## src/rtl/wb_dma_master_pkg.sv

```systemverilog
// Shared types for the Wishbone DMA initiator.
// State encoding and bus select constant.
package wb_dma_master_pkg;

  typedef enum logic [1:0] {
    WBDMA_IDLE,
    WBDMA_ISSUE,
    WBDMA_DRAIN,
    WBDMA_DONE
  } wbdma_state_t;

  localparam logic [3:0] WB_SEL_WORD = 4'hF;

endpackage

```

## src/rtl/wb_dma_master_fifo.sv

```systemverilog
// First-word-fall-through FIFO holding read data
// until the stream consumer pops it.
module wb_dma_fifo #(
  parameter int width    = 32,
  parameter int adr_bits = 2
) (
  input  logic                clk,
  input  logic                rst,
  input  logic                push,
  input  logic [width-1:0]    wdata,
  input  logic                pop,
  output logic [width-1:0]    rdata,
  output logic                valid,
  output logic [adr_bits:0]   count
);

  localparam int CW = adr_bits + 1;

  logic [width-1:0]    mem [2**adr_bits];
  logic [adr_bits-1:0] wr_ptr;
  logic [adr_bits-1:0] rd_ptr;
  logic                do_pop;

  assign valid  = count != '0;
  assign do_pop = pop & valid;
  assign rdata  = valid ? mem[rd_ptr] : '0;

  always_ff @(posedge clk) begin
    if (push) mem[wr_ptr] <= wdata;
  end

  always_ff @(posedge clk or negedge rst) begin
    if (!rst) begin
      wr_ptr <= '0;
      rd_ptr <= '0;
      count  <= '0;
    end else begin
      if (push)   wr_ptr <= wr_ptr + 1'b1;
      if (do_pop) rd_ptr <= rd_ptr + 1'b1;
      count <= count + CW'(push) - CW'(do_pop);
    end
  end

endmodule

```

## src/rtl/wb_dma_master.sv

```systemverilog
// Pipelined Wishbone initiator moving word blocks
// between a stream port and the core's DMA slave.
module wb_dma_master
  import wb_dma_master_pkg::*;
#(
  parameter int len_bits        = 16,
  parameter int max_outstanding = 4,
  parameter int fifo_adr_bits   = 2
) (
  input  logic                clk,
  input  logic                rst,
  input  logic                cmd_valid,
  output logic                cmd_ready,
  input  logic                cmd_we,
  input  logic [31:0]         cmd_adr,
  input  logic [len_bits-1:0] cmd_len,
  input  logic [31:0]         src_data,
  input  logic                src_valid,
  output logic                src_ready,
  output logic [31:0]         dst_data,
  output logic                dst_valid,
  input  logic                dst_ready,
  output logic                busy,
  output logic                done,
  output logic [31:0]         wb_out,
  input  logic [31:0]         wb_in,
  output logic [31:0]         wb_adr,
  output logic [3:0]          wb_sel,
  output logic                wb_cyc,
  output logic                wb_stb,
  output logic                wb_we,
  input  logic                wb_ack,
  input  logic                wb_stall
);

  localparam int CW = fifo_adr_bits + 1;
  localparam logic [CW-1:0] MAX_OUT = CW'(max_outstanding);

  wbdma_state_t        state;
  wbdma_state_t        state_next;
  logic [len_bits-1:0] issue_cnt;
  logic [CW-1:0]       out_cnt;
  logic [CW-1:0]       out_next;
  logic [CW-1:0]       fifo_count;
  logic [CW-1:0]       fifo_next;
  logic [CW:0]         rd_sum;
  logic                hs;
  logic                accept;
  logic                ack_eff;
  logic                push;
  logic                pop;
  logic                room;
  logic                load;

  assign hs      = cmd_valid & cmd_ready;
  assign accept  = wb_stb & ~wb_stall;
  assign ack_eff = wb_ack & (out_cnt != '0);
  assign push    = ack_eff & ~wb_we;
  assign pop     = dst_valid & dst_ready;

  assign out_next  = out_cnt + CW'(accept) - CW'(ack_eff);
  assign fifo_next = fifo_count + CW'(push) - CW'(pop);
  assign rd_sum    = {1'b0, fifo_next} + {1'b0, out_next};

  // Read credit counts both queued data and requests still in flight
  assign room = (out_next < MAX_OUT) &&
                (wb_we ? src_valid : (rd_sum < {1'b0, MAX_OUT}));

  assign load = (state == WBDMA_ISSUE) &&
                (!wb_stb || accept) &&
                ((issue_cnt - len_bits'(accept)) != '0) &&
                room;

  assign cmd_ready = state == WBDMA_IDLE;
  assign busy      = state != WBDMA_IDLE;
  assign done      = state == WBDMA_DONE;
  assign src_ready = load & wb_we;
  assign wb_sel    = wb_stb ? WB_SEL_WORD : 4'h0;

  always_comb begin
    state_next = state;
    unique case (state)
      WBDMA_IDLE: begin
        // Empty commands drain an empty pipe: no bus cycle, same done timing
        if (hs)
          state_next = (cmd_len == '0) ? WBDMA_DRAIN : WBDMA_ISSUE;
      end
      WBDMA_ISSUE: begin
        if (accept && issue_cnt == len_bits'(1))
          state_next = WBDMA_DRAIN;
      end
      WBDMA_DRAIN: begin
        if (out_next == '0) state_next = WBDMA_DONE;
      end
      WBDMA_DONE: state_next = WBDMA_IDLE;
    endcase
  end

  always_ff @(posedge clk or negedge rst) begin
    if (!rst) begin
      state     <= WBDMA_IDLE;
      issue_cnt <= '0;
      out_cnt   <= '0;
      wb_adr    <= '0;
      wb_out    <= '0;
      wb_we     <= 1'b0;
      wb_cyc    <= 1'b0;
      wb_stb    <= 1'b0;
    end else begin
      state   <= state_next;
      out_cnt <= out_next;
      wb_cyc  <= (state_next == WBDMA_ISSUE) ||
                 (state_next == WBDMA_DRAIN && out_next != '0);
      if (hs) begin
        wb_adr    <= cmd_adr & ~32'h3;
        issue_cnt <= cmd_len;
        wb_we     <= cmd_we;
      end else if (accept) begin
        wb_adr    <= wb_adr + 32'd4;
        issue_cnt <= issue_cnt - 1'b1;
      end
      if (load) begin
        wb_stb <= 1'b1;
        if (wb_we) wb_out <= src_data;
      end else if (accept) begin
        wb_stb <= 1'b0;
      end
    end
  end

  wb_dma_fifo #(
    .width    (32),
    .adr_bits (fifo_adr_bits)
  ) u_fifo (
    .clk   (clk),
    .rst   (rst),
    .push  (push),
    .wdata (wb_in),
    .pop   (pop),
    .rdata (dst_data),
    .valid (dst_valid),
    .count (fifo_count)
  );

endmodule

```

## config.mk

```make
export PLATFORM = sky130hd
export DESIGN_NAME = wb_dma_master
export DESIGN_NICKNAME = d
export VERILOG_FILES = /design/src/rtl/wb_dma_master_pkg.sv /design/src/rtl/wb_dma_master_fifo.sv /design/src/rtl/wb_dma_master.sv
export SDC_FILE = /design/constraint.sdc
export NUM_CORES = 1
export LEC_CHECK = 0
export ABC_AREA = 1
export BUFFER_PORTS_ARGS = -buffer_cell sky130_fd_sc_hd__buf_2
export CORE_ASPECT_RATIO = 1.5
export CORE_MARGIN = 4
export CORE_UTILIZATION = 50
export CTS_BUF_LIST = sky130_fd_sc_hd__clkbuf_4 sky130_fd_sc_hd__clkbuf_8
export CTS_CLUSTER_DIAMETER = 60
export DETAILED_ROUTE_END_ITERATION = 16
export PLACE_DENSITY = 0.71
export SYNTH_ARGS = -nofsm -noshare
export SYNTH_HDL_FRONTEND = slang
export SYNTH_SLANG_ARGS = --single-unit
```

## constraint.sdc

```tcl
create_clock -name clk -period 7.9 [get_ports clk]
set_clock_uncertainty 0.05 [all_clocks]
set_input_delay 0.395 -clock clk [delete_from_list [all_inputs] [get_ports clk]]
set_output_delay 0.395 -clock clk [all_outputs]
set_load 0.005 [all_outputs]
```

Word-level counts from Yosys, hierarchy flattened
Memory sizes are Yosys's and may differ from the RTL's.
Cells that the tools add are included.
{"block": "word_totals", "regBits": 95, "ram_bits": 128, "in_bits": 120, "out_inout_bits": 108, "wordCells": 76, "memories": 1}
{"memory": "u_fifo.mem", "words": 4, "width": 32, "read_ports": 1, "rd_clocked_by_memory_dff": 0, "wr": 1, "line_no": "wb_dma_master_fifo.sv:19", "rtl": "logic [width-1:0] mem [2**adr_bits];"}
{"block": "classes", "n_addsub": 11, "magnitude_cmp": 2, "eq_ne": 6, "n_mux": 16, "n_bitwise": 9, "n_reduce_logical": 20}
{"operator": "$mux 32", "n": 3}
{"operator": "$add 32x3->32 const B", "n": 1}
{"operator": "$mux 16", "n": 2}
{"operator": "$eq 16x1->1 const B", "n": 1}
{"operator": "$logic_not 16->1", "n": 1}
{"operator": "$reduce_bool 16->1", "n": 1}
{"operator": "$sub 16x1->16", "n": 1}
{"operator": "$sub 16x1->16 const B", "n": 1}
{"operator": "$reduce_bool 3->1", "n": 3}
{"operator": "$sub 3x1->3", "n": 3}
{"operator": "$mux 2", "n": 4}
{"operator": "$pmux 2 s4", "n": 1}
{"operator": "$and 1x1->1", "n": 7}
{"operator": "$add 3x1->3", "n": 2}
{"operator": "$eq 2x2->1 const B", "n": 3}
{"operator": "$logic_and 1x1->1", "n": 6}
{"operator": "$reduce_bool 2->1", "n": 3}
{"operator": "$mux 1", "n": 5}
{"operator": "$add 2x1->2 const B", "n": 2}
{"operator": "$add 3x3->4", "n": 1}
{"operator": "$eq 2x1->1 const B", "n": 2}
{"operator": "$lt 4x3->1 const B", "n": 1}
{"operator": "$mux 4", "n": 1}
{"operator": "$logic_not 3->1", "n": 1}
{"operator": "other kinds (6)", "n": 8}

Depth between registers and ports, before layout
Gate-level depths: netlist (run 1).
{"block": "depth", "word_depth": 11, "depth_mapped": 19, "mapped_depth_nobuf": 18}

By module
Synthesis (run 1) repeated with hierarchy kept, for this count alone.
{"block": "hier_totals", "hier_cells": 1240, "area_unflattened_um2": 11055.6}
{"mod": "wb_dma_fifo", "instances": 1, "cells_per_inst": 554, "area_each_um2": 5865.6, "seq_area_each_um2": 4018.9}
{"mod": "wb_dma_master", "instances": 1, "cells_per_inst": 686, "area_each_um2": 5190.0, "seq_area_each_um2": 2152.1}

Least setup slack after synthesis (run 1)
Ideal clock, no wire load.
{"block": "synth_timing", "path_type": "flip-flop to output port", "startpoint": "register out_cnt[1]", "endpoint": "output port src_ready", "arrival_time_ns": 2.920, "required_ns": 7.455, "path_slack_ns": 4.535, "path_stages_with_launch": 18, "n_path_buf": 1, "cell_sequence": "dfrtp_1 > inv_1 > nand2_1 > o21a_1 > ha_1 > inv_1 > ha_1 > inv_1 > fa_1 > xor2_1 > inv_1 > ha_1 > nor3_1 > a21oi_1 > nor2_4 > nand3_4 > buf_6 > inv_1"}
{"block": "synth_between", "word_cells_on_any_way": 14, "cone_classes": "add/sub (5); order compare (2); mux (1); bitwise (3); reduce/logical (3)"}
{"element": "start, declared", "line_no": "wb_dma_master.sv:42", "rtl": "logic [CW-1:0] out_cnt;"}
{"element": "start signal, assigned", "line_no": "wb_dma_master.sv:111", "rtl": "out_cnt <= out_next;"}
{"element": "branches (longest 2 deep; another with $add 3x1->3)"}
{"element": "$sub 3x1->3 (*)", "line_no": "wb_dma_master.sv:61", "rtl": "assign out_next = out_cnt + CW'(accept) - CW'(ack_eff);"}
{"element": "named net out_next[2]", "line_no": "wb_dma_master.sv:43", "rtl": "logic [CW-1:0] out_next;"}
{"element": "$add 3x3->4", "line_no": "wb_dma_master.sv:63", "rtl": "assign rd_sum = {1'b0, fifo_next} + {1'b0, out_next};"}
{"element": "$lt 4x3->1", "line_no": "wb_dma_master.sv:67", "rtl": "(wb_we ? src_valid : (rd_sum < {1'b0, MAX_OUT}));"}
{"element": "$mux 1", "line_no": "wb_dma_master.sv:67"}
{"element": "$logic_and 1x1->1 (*)", "line_no": "wb_dma_master.sv:66", "rtl": "assign room = (out_next < MAX_OUT) &&"}
{"element": "$logic_and 1x1->1 (*)", "line_no": "wb_dma_master.sv:71", "rtl": "((issue_cnt - len_bits'(accept)) != '0) &&"}
{"element": "$and 1x1->1 (*)", "line_no": "wb_dma_master.sv:77", "rtl": "assign src_ready = load & wb_we;"}
{"element": "end, declared", "line_no": "wb_dma_master.sv:19", "rtl": "output logic src_ready,"}
Mark *: on every way through the listed nets, which the timed path passes.

Final worst setup path (run 1)
{"block": "layout_timing", "startpoint": "register wb_we", "endpoint": "output port src_ready"}
{"block": "layout_between", "elab_chain_cells": 10}
{"element": "start, declared", "line_no": "wb_dma_master.sv:31", "rtl": "output logic wb_we,"}
{"element": "start signal, assigned", "line_no": "wb_dma_master.sv:117", "rtl": "wb_we <= cmd_we;"}
{"element": "$not 1->1", "line_no": "wb_dma_master.sv:58", "rtl": "assign push = ack_eff & ~wb_we;"}
{"element": "$and 1x1->1", "line_no": "wb_dma_master.sv:58"}
{"element": "named net push", "line_no": "wb_dma_master.sv:50", "rtl": "logic push;"}
{"element": "$add 3x1->3", "line_no": "wb_dma_master.sv:62", "rtl": "assign fifo_next = fifo_count + CW'(push) - CW'(pop);"}
{"element": "$sub 3x1->3", "line_no": "wb_dma_master.sv:62"}
{"element": "$add 3x3->4", "line_no": "wb_dma_master.sv:63"}
{"element": "$lt 4x3->1", "line_no": "wb_dma_master.sv:67"}
{"element": "$mux 1", "line_no": "wb_dma_master.sv:67"}
{"element": "$logic_and 1x1->1", "line_no": "wb_dma_master.sv:66"}
{"element": "$logic_and 1x1->1", "line_no": "wb_dma_master.sv:71"}
{"element": "$and 1x1->1", "line_no": "wb_dma_master.sv:77"}
The timed path passes the listed nets, and every way through them passes these cells.

==> run summary, run 1 <==
==================================================================================================
Run status                                                                            finished, final reports clean
First-pass DRT Iterations                                                                        5
Hold violation total from the final report                                                       0
Final worst-path cycle share                                                                 0.668
Count of cell types in the netlist                                                              37
Initial core utilization                                                                     0.512
Worst slew margin                                                                            0.280
Die W                                                                                       126 µm
Cell-by-cell trace of the critical path                                               buf_4 -> inv_1 -> nand2_1 -> inv_1 -> ha_1 -> inv_1 -> ha_1 -> ha_1 -> xor2_1 -> inv_1 -> ha_1 -> nor3_1 -> a21oi_1 -> nor2_4 -> nand3_4 -> inv_1 -> buf_2
Final Total Pwr                                                                            4650 µW
CP startpoint kind                                                                       flip-flop
Most common cell in the netlist                                                       sky130_fd_sc_hd__nand2_1
Most frequent CP cell                                                                 sky130_fd_sc_hd__inv_1
Total wirelength of the detailed-routed design                                             26.3 mm
Max Root-Sink Buffers                                                                            3
Detailed-route DRC error count                                                                   0
Final global-route overflow total                                                                0
Total track usage                                                                            0.221
Most area-hungry cell type in the Yosys netlist                                       sky130_fd_sc_hd__edfxtp_1
Count of maximum capacitance violations                                                          0
Area growth from synthesis to layout                                                         18.7%
Flip-flop and latch count after synthesis                                                      221
Most used flip-flop cell after synthesis                                              sky130_fd_sc_hd__edfxtp_1
Number of global-route vias before repair                                                     8499
Worst Hold Class                                                                      input pin to flip-flop
Placed wire-length estimate after detailed placement                                       17.8 mm
Launch instance of the worst min-delay path                                             cmd_adr[2]
Min-Delay Endpoint                                                                       wb_adr[2]
CP Data Required Time                                                                      7.46 ns
Cell with the largest stage delay on the worst path                                   sky130_fd_sc_hd__nor2_4
Largest net degree at the start of global routing                                               66
Maximum frequency from static timing analysis                                              190 MHz
Fraction of layout instances using a drive strength above 1                                  0.223
Routability congestion estimate                                                              0.903
CP Data Arrival Time                                                                       4.83 ns
Antenna Diode Count                                                                              0
First-iteration detailed-routing DRC count                                                     518
Synthesized netlist cell count                                                                1112
Reg2Reg Capture Point                                                                   wb_out[12]
# setup viols final                                                                              0
Clock transition time at the flip-flop clock pins of the worst setup and hold paths        0.06 ns
Total power per unit cell area                                                          373 nW/µm²
CTS H-tree lvls                                                                                  2
Worst slew pin tran                                                                        1.08 ns
GR Layer Usage met2                                                                          0.413
Reg-to-reg critical path startpoint                                                          wb_we
CTS tree                                                                                       yes
Number of warnings printed during yosys synthesis                                                0
Clock Latency Late Sink                                                                    0.50 ns
Count of standard-cell rows                                                                     64
List of most frequent post-synthesis cells                                            221 x sky130_fd_sc_hd__nand2_1, 194 x sky130_fd_sc_hd__nor2_1, 128 x sky130_fd_sc_hd__edfxtp_1, 95 x sky130_fd_sc_hd__inv_1, 93 x sky130_fd_sc_hd__dfrtp_1
Worst-path fanout max                                                                           36
Fraction of synthesis flops using an asynchronous set or reset pin                           0.421
Routing usage on met1                                                                        0.254
Post-detailed-route wirelength per cell                                                    16.3 µm
Post-synthesis cell area                                                                 10500 µm²
Endpoint class of the critical path                                                   primary output
Antenna Nets Post-Route                                                                          0
Root buffer cell                                                                      sky130_fd_sc_hd__clkbuf_8
Number of cells traversed by the worst hold path                                                 3
Sink count of the clock tree                                                                   221
Category of the most critical setup path                                              flip-flop to primary output
Mean area per synthesized cell                                                            9.44 µm²
IO Port Bufs                                                                                   223
RSZ-0062 raised after global routing                                                            no
Lkg Pwr                                                                                 0.00554 µW
Via density per instance                                                                      5.29
First-pass GRT wire length                                                                 41.7 mm
Total Nets Final                                                                              1463
Share of the synthesized area in the top cell type                                           0.366
Fraction of the yosys area taken by sequential cells                                         0.588
Leading post-synthesis cells by cell area                                             sky130_fd_sc_hd__edfxtp_1 37%, sky130_fd_sc_hd__dfrtp_1 22%, sky130_fd_sc_hd__nand2_1 7.9%, sky130_fd_sc_hd__nor2_1 6.9%, sky130_fd_sc_hd__o21ai_0 4.2%
Die extent in y                                                                             185 µm
Final critical path time including I/O delays and setup                                    5.28 ns
Die area                                                                                 23400 µm²
Core Area                                                                                20500 µm²
Most Crowded Layer GR                                                                         met2
CP peak stage delay                                                                        0.71 ns
GR Util met3                                                                                0.0320
Number of buffers inserted during clock tree synthesis                                          34
Via Count                                                                                     8528
Number of placed I/O pins                                                                      228
Initial antenna violation count                                                                  1
Number of flops mapped to enable cells by yosys                                                128
Summed negative setup slack over all endpoints                                                0 ns
Worst-case reg-to-reg path depth                                                                17
Reg-to-reg slack, setup                                                                    3.41 ns
Highest ir drop seen on vdd                                                             0.000196 V
Final slew viol count                                                                            0
==================================================================================================
what timing repair did:
item | 4_1_cts | 5_1_grt
hold buffers | 1 | 0
setup buffers | 0 | 0
resized for setup | 0 | 0
endpoints found under the hold margin | 34 | 0
critical path, delay by kind of cell, from the launching register on:
| family | cells | cell delay, ns |
|---|---|---|
| buffers and inverters | 7 | 1.02 |
| xor gates and xnor gates | 1 | 0.16 |
| and+or+nand+nor | 4 | 1.73 |
| adders and majority gates | 4 | 0.95 |
| AOI/OAI and AO/OA | 1 | 0.13 |
| DFF | 1 | 0.32 |
final cells by class:
type	count	area (µm²)
multi-input cells	738	3720
inverters	98	368
clock buffers	47	591
well taps	264	330
repair buffers	231	1180
fillers	1832	8040
clock inverters	13	91.3
flip-flops and latches	221	6170
metrics by stage:
stage | util | hold slack [ns] | cells | area [µm²] | worst slack [ns]
4_1_cts | 0.608 | 0.0254 | 1612 | 12500 | 2.53
3_5_place_dp | 0.574 | 0.322 | 1551 | 11800 | 3.09
3_3_place_gp | 0.574 | 0.322 | 1551 | 11800 | 3.22
5_1_grt | 0.608 | 0.0204 | 1612 | 12500 | 2.18
6_report | 0.608 | 0.0566 | 1612 | 12500 | 2.62
2_1_floorplan | - | 0.0494 | 1113 | 10500 | 4.53
sequential cells by signal, indices dropped and copies added (netlist names):
register       count
wb_adr            30
wb_stb             1
wb_cyc             1
u_fifo.mem       128
issue_cnt         16
wb_we              1
u_fifo.rd_ptr      2
out_cnt            3
u_fifo.wr_ptr      2
wb_out            32
u_fifo.count       3
state              2
placed cells by master, fill, tap and decap left out, drive strengths merged:
cell	instances
buf	230
nand2	221
nor2	199
edfxtp	128
inv	99
dfrtp	93
o21ai	88
clkbuf	47
nand4	43
a21oi	37
nand3	29
xor2	28
ha	18
nor3	18
o221ai	17
o211ai	14
clkinv	11
xnor2	7
o21bai	4
nand3b	3
a22o	2
conb	2
a31oi	1
nor4	1
and3	1
o21a	1
or2	1
o311ai	1
a22oi	1
fa	1
bufinv	1
dlygate4sd3	1
cell families after synthesis:
kind of cell | Yosys count | share of synthesized area
AND/OR/NAND/NOR | 516 | 0.207
flip-flops | 221 | 0.588
AO/OA/AOI/OAI | 166 | 0.0912
buffers and inverters | 154 | 0.0610
XOR/XNOR | 35 | 0.0292
adder cells (fa/ha/maj) | 19 | 0.0234
other | 1 | 0.000357
per-layer routing:
layer	up-vias	share of wire	routed length, µm
met2	297	0.54	14200
li1	4150	-	-
met4	0	0.033	860
met5	-	0	0
met1	4016	0.38	9900
met3	65	0.053	1410
how the worst max path moves through the flow:
stage | depth (start not counted) | startpoint | end
after floorplan | 17 | out_cnt[1] | src_ready
after global placement | 17 | wb_we | src_ready
after detailed placement | 17 | wb_we | src_ready
after CTS | 17 | wb_we | src_ready
after global routing | 17 | wb_we | src_ready
final | 17 | wb_we | src_ready
power by group:
part	switching, µW	internal (µW)
clock network	433	520
registers	230	1560
logic	1190	711
total	1860	2790
Power figures use the tool's default switching activity.
==> inputs of run 2 (changes only) <==
- PLACE_DENSITY: 0.71 -> 0.74
- clock period: 7.9 -> 4.85 ns (I/O delays scaled with it)
==> run 2 against run 1 <==
Total power grew 64%. Die area is the same. Global-route usage grew 1.2 points. Count of clock-buffer cells in the layout is the same. Cell count grew 7.0%. Design area grew 9.0%. Sequential cell count is the same. Via count grew 6.2%. First-iteration DRC count shrank 15%. Sequential share of layout area shrank 4.1 points. Combinational power grew 68%. Wire length grew 5.9%. Largest power group unchanged.
==> run summary, run 2 (synthesized netlist as in run 1, its figures left out) <==
==================================================================================================
Register containing the most flip-flops in the final layout                             u_fifo.mem   unchanged
Biggest regs                                                                          u_fifo.mem (128), wb_out (32), wb_adr (30)   unchanged
Total power per unit cell area                                                          561 nW/µm²   was 373 nW/µm²
GR Layer Usage met2                                                                          0.443   was 0.413
Worst slew pin tran                                                                        1.06 ns   was 1.08 ns
Placed wire-length estimate after detailed placement                                       17.6 mm   was 17.8 mm
Worst slew margin                                                                            0.294   was 0.280
CTS H-tree lvls                                                                                  1   was 2
CP Data Arrival Time                                                                       4.01 ns   was 4.83 ns
Number of placed I/O pins                                                                      228   unchanged
RSZ-0062 raised after global routing                                                            no   unchanged
First-iteration detailed-routing DRC count                                                     441   was 518
Antenna Nets Post-Route                                                                          0   unchanged
Total Nets Final                                                                              1575   was 1463
Number of gates resized after CTS                                                                0   unchanged
Fraction of layout instances using a drive strength above 1                                  0.207   was 0.223
Commonest cells after routing, fill and taps aside                                    222 x sky130_fd_sc_hd__buf_2, 221 x sky130_fd_sc_hd__nand2_1, 190 x sky130_fd_sc_hd__nor2_1   was 222 x sky130_fd_sc_hd__buf_2, 221 x sky130_fd_sc_hd__nand2_1, 189 x sky130_fd_sc_hd__nor2_1
CP Data Required Time                                                                      4.56 ns   was 7.46 ns
Final slew viol count                                                                            0   unchanged
Largest net degree at the start of global routing                                               66   unchanged
Die W                                                                                       126 µm   unchanged
Max Root-Sink Buffers                                                                            3   unchanged
IO Port Bufs                                                                                   223   unchanged
GR Util met3                                                                                0.0375   was 0.0320
Count of maximum capacitance violations                                                          0   unchanged
Lkg Pwr                                                                                 0.00601 µW   was 0.00554 µW
Initial antenna violation count                                                                  0   was 1
Worst-path fanout max                                                                           33   was 36
Routability congestion estimate                                                              0.904   was 0.903
Via density per instance                                                                      5.25   was 5.29
Die area                                                                                 23400 µm²   unchanged
Die extent in y                                                                             185 µm   unchanged
Clock transition time at the flip-flop clock pins of the worst setup and hold paths        0.07 ns   was 0.06 ns
CTS tree                                                                                       yes   unchanged
Detailed-route DRC error count                                                                   0   unchanged
Worst Hold Class                                                                      input pin to flip-flop   unchanged
First-pass DRT Iterations                                                                        5   unchanged
Category of the most critical setup path                                              flip-flop to primary output   unchanged
Core Area                                                                                20500 µm²   unchanged
Cell with the largest stage delay on the worst path                                   sky130_fd_sc_hd__dfrtp_1   was sky130_fd_sc_hd__nor2_4
Reg-to-reg slack, setup                                                                    1.20 ns   was 3.41 ns
Clock Latency Late Sink                                                                    0.56 ns   was 0.50 ns
Root buffer cell                                                                      sky130_fd_sc_hd__clkbuf_8   unchanged
CP peak stage delay                                                                        0.41 ns   was 0.71 ns
First-pass GRT wire length                                                                 44.3 mm   was 41.7 mm
Via Count                                                                                     9053   was 8528
CP startpoint kind                                                                       flip-flop   unchanged
Setup slack after placement                                                                1.08 ns   was 3.09 ns
Cell-by-cell trace of the critical path                                               inv_1 -> nand2_1 -> o21a_1 -> nand2_1 -> inv_1 -> ha_1 -> inv_1 -> ha_1 -> ha_1 -> xor2_1 -> inv_1 -> ha_1 -> nor3_1 -> a21oi_1 -> nor2_4 -> nand3_4 -> inv_1 -> buf_2   was buf_4 -> inv_1 -> nand2_1 -> inv_1 -> ha_1 -> inv_1 -> ha_1 -> ha_1 -> xor2_1 -> inv_1 -> ha_1 -> nor3_1 -> a21oi_1 -> nor2_4 -> nand3_4 -> inv_1 -> buf_2
Final global-route overflow total                                                                0   unchanged
Final Total Pwr                                                                            7620 µW   was 4650 µW
Post-detailed-route wirelength per cell                                                    16.2 µm   was 16.3 µm
Area growth from synthesis to layout                                                         29.3%   was 18.7%
Final core utilization                                                                       0.662   was 0.608
Total track usage                                                                            0.233   was 0.221
Run status                                                                            finished, final reports clean   unchanged
Most Crowded Layer GR                                                                         met2   unchanged
# setup viols final                                                                              0   unchanged
Antenna Diode Count                                                                              0   unchanged
Hold violation total from the final report                                                       0   unchanged
Endpoint class of the critical path                                                   primary output   unchanged
Summed negative setup slack over all endpoints                                                0 ns   unchanged
Number of buffers inserted during clock tree synthesis                                          31   was 34
Maximum frequency from static timing analysis                                              232 MHz
Count of standard-cell rows                                                                     64   unchanged
Number of global-route vias before repair                                                     9245   was 8499
Max reg flops                                                                                  128   unchanged
Minimum hold slack                                                                       0.0619 ns   was 0.0566 ns
Initial core utilization                                                                     0.512   unchanged
Sink count of the clock tree                                                                   221   unchanged
Routing usage on met1                                                                        0.259   was 0.254
Leading cell type in the layout, fill and taps excluded                               sky130_fd_sc_hd__buf_2   unchanged
Highest ir drop seen on vdd                                                             0.000324 V   was 0.000196 V
Total wirelength of the detailed-routed design                                             27.9 mm   was 26.3 mm
Final critical path time including I/O delays and setup                                    4.30 ns
Final setup slack of the worst path                                                       0.547 ns   was 2.62 ns
Most frequent CP cell                                                                 sky130_fd_sc_hd__inv_1   unchanged
Final worst-path cycle share                                                                 0.887
==================================================================================================
run 2: metal layers:
metal  share of wire  wire (µm)
met1            0.37      10300
met2            0.54      15100
met3           0.058       1610
met4           0.033        911
met5               0          0
run 2: repair_timing:
item                                   4_1_cts  5_1_grt
setup buffers                                0        0
hold buffers                               113        0
endpoints found under the hold margin      272        0
run 2: final cells by class:
class / instances / area, µm²
Clock inverter: 11 / 78.8
Clock buffer: 47 / 578
Inverter: 98 / 368
Timing Repair Buffer: 346 / 2320
Fill cell: 1611 / 6930
Sequential cell: 221 / 6170
Tap cell: 264 / 330
Multi-Input combinational cell: 738 / 3720
run 2: per-stage QoR:
step           cell area [µm²]  std cells
6_report                 13600       1725
5_1_grt                  13600       1725
4_1_cts                  13600       1725
3_5_place_dp             11800       1554
3_3_place_gp             11800       1554
2_1_floorplan            10500       1113
run 2: report_power, final:
part	switching [µW]	internal, µW	leakage (µW)	total (µW)
combinational	1980	1230	0.00333	3210
clock	674	814	0.000352	1490
sequential	380	2540	0.00232	2920
run 2: final timing paths:
path,startpoint,end,depth (start not counted)
max,out_cnt[1],src_ready,18
min,cmd_valid,state[1],5
max reg2reg,out_cnt[1],wb_out[7],18
min reg2reg,wb_out[3],wb_out[3],2
max in group asynchronous,rst,wb_out[20],3
min in group asynchronous,rst,wb_adr[6],2
run 2: critical path, delay by kind of cell, from the launching register on:
kind,cells,cell delay (ns)
buffers and inverters,6,0.56
flip-flops,1,0.41
adder cells (fa/ha/maj),4,0.95
AO/OA/AOI/OAI,2,0.30
AND/OR/NAND/NOR,5,1.07
XOR/XNOR,1,0.15
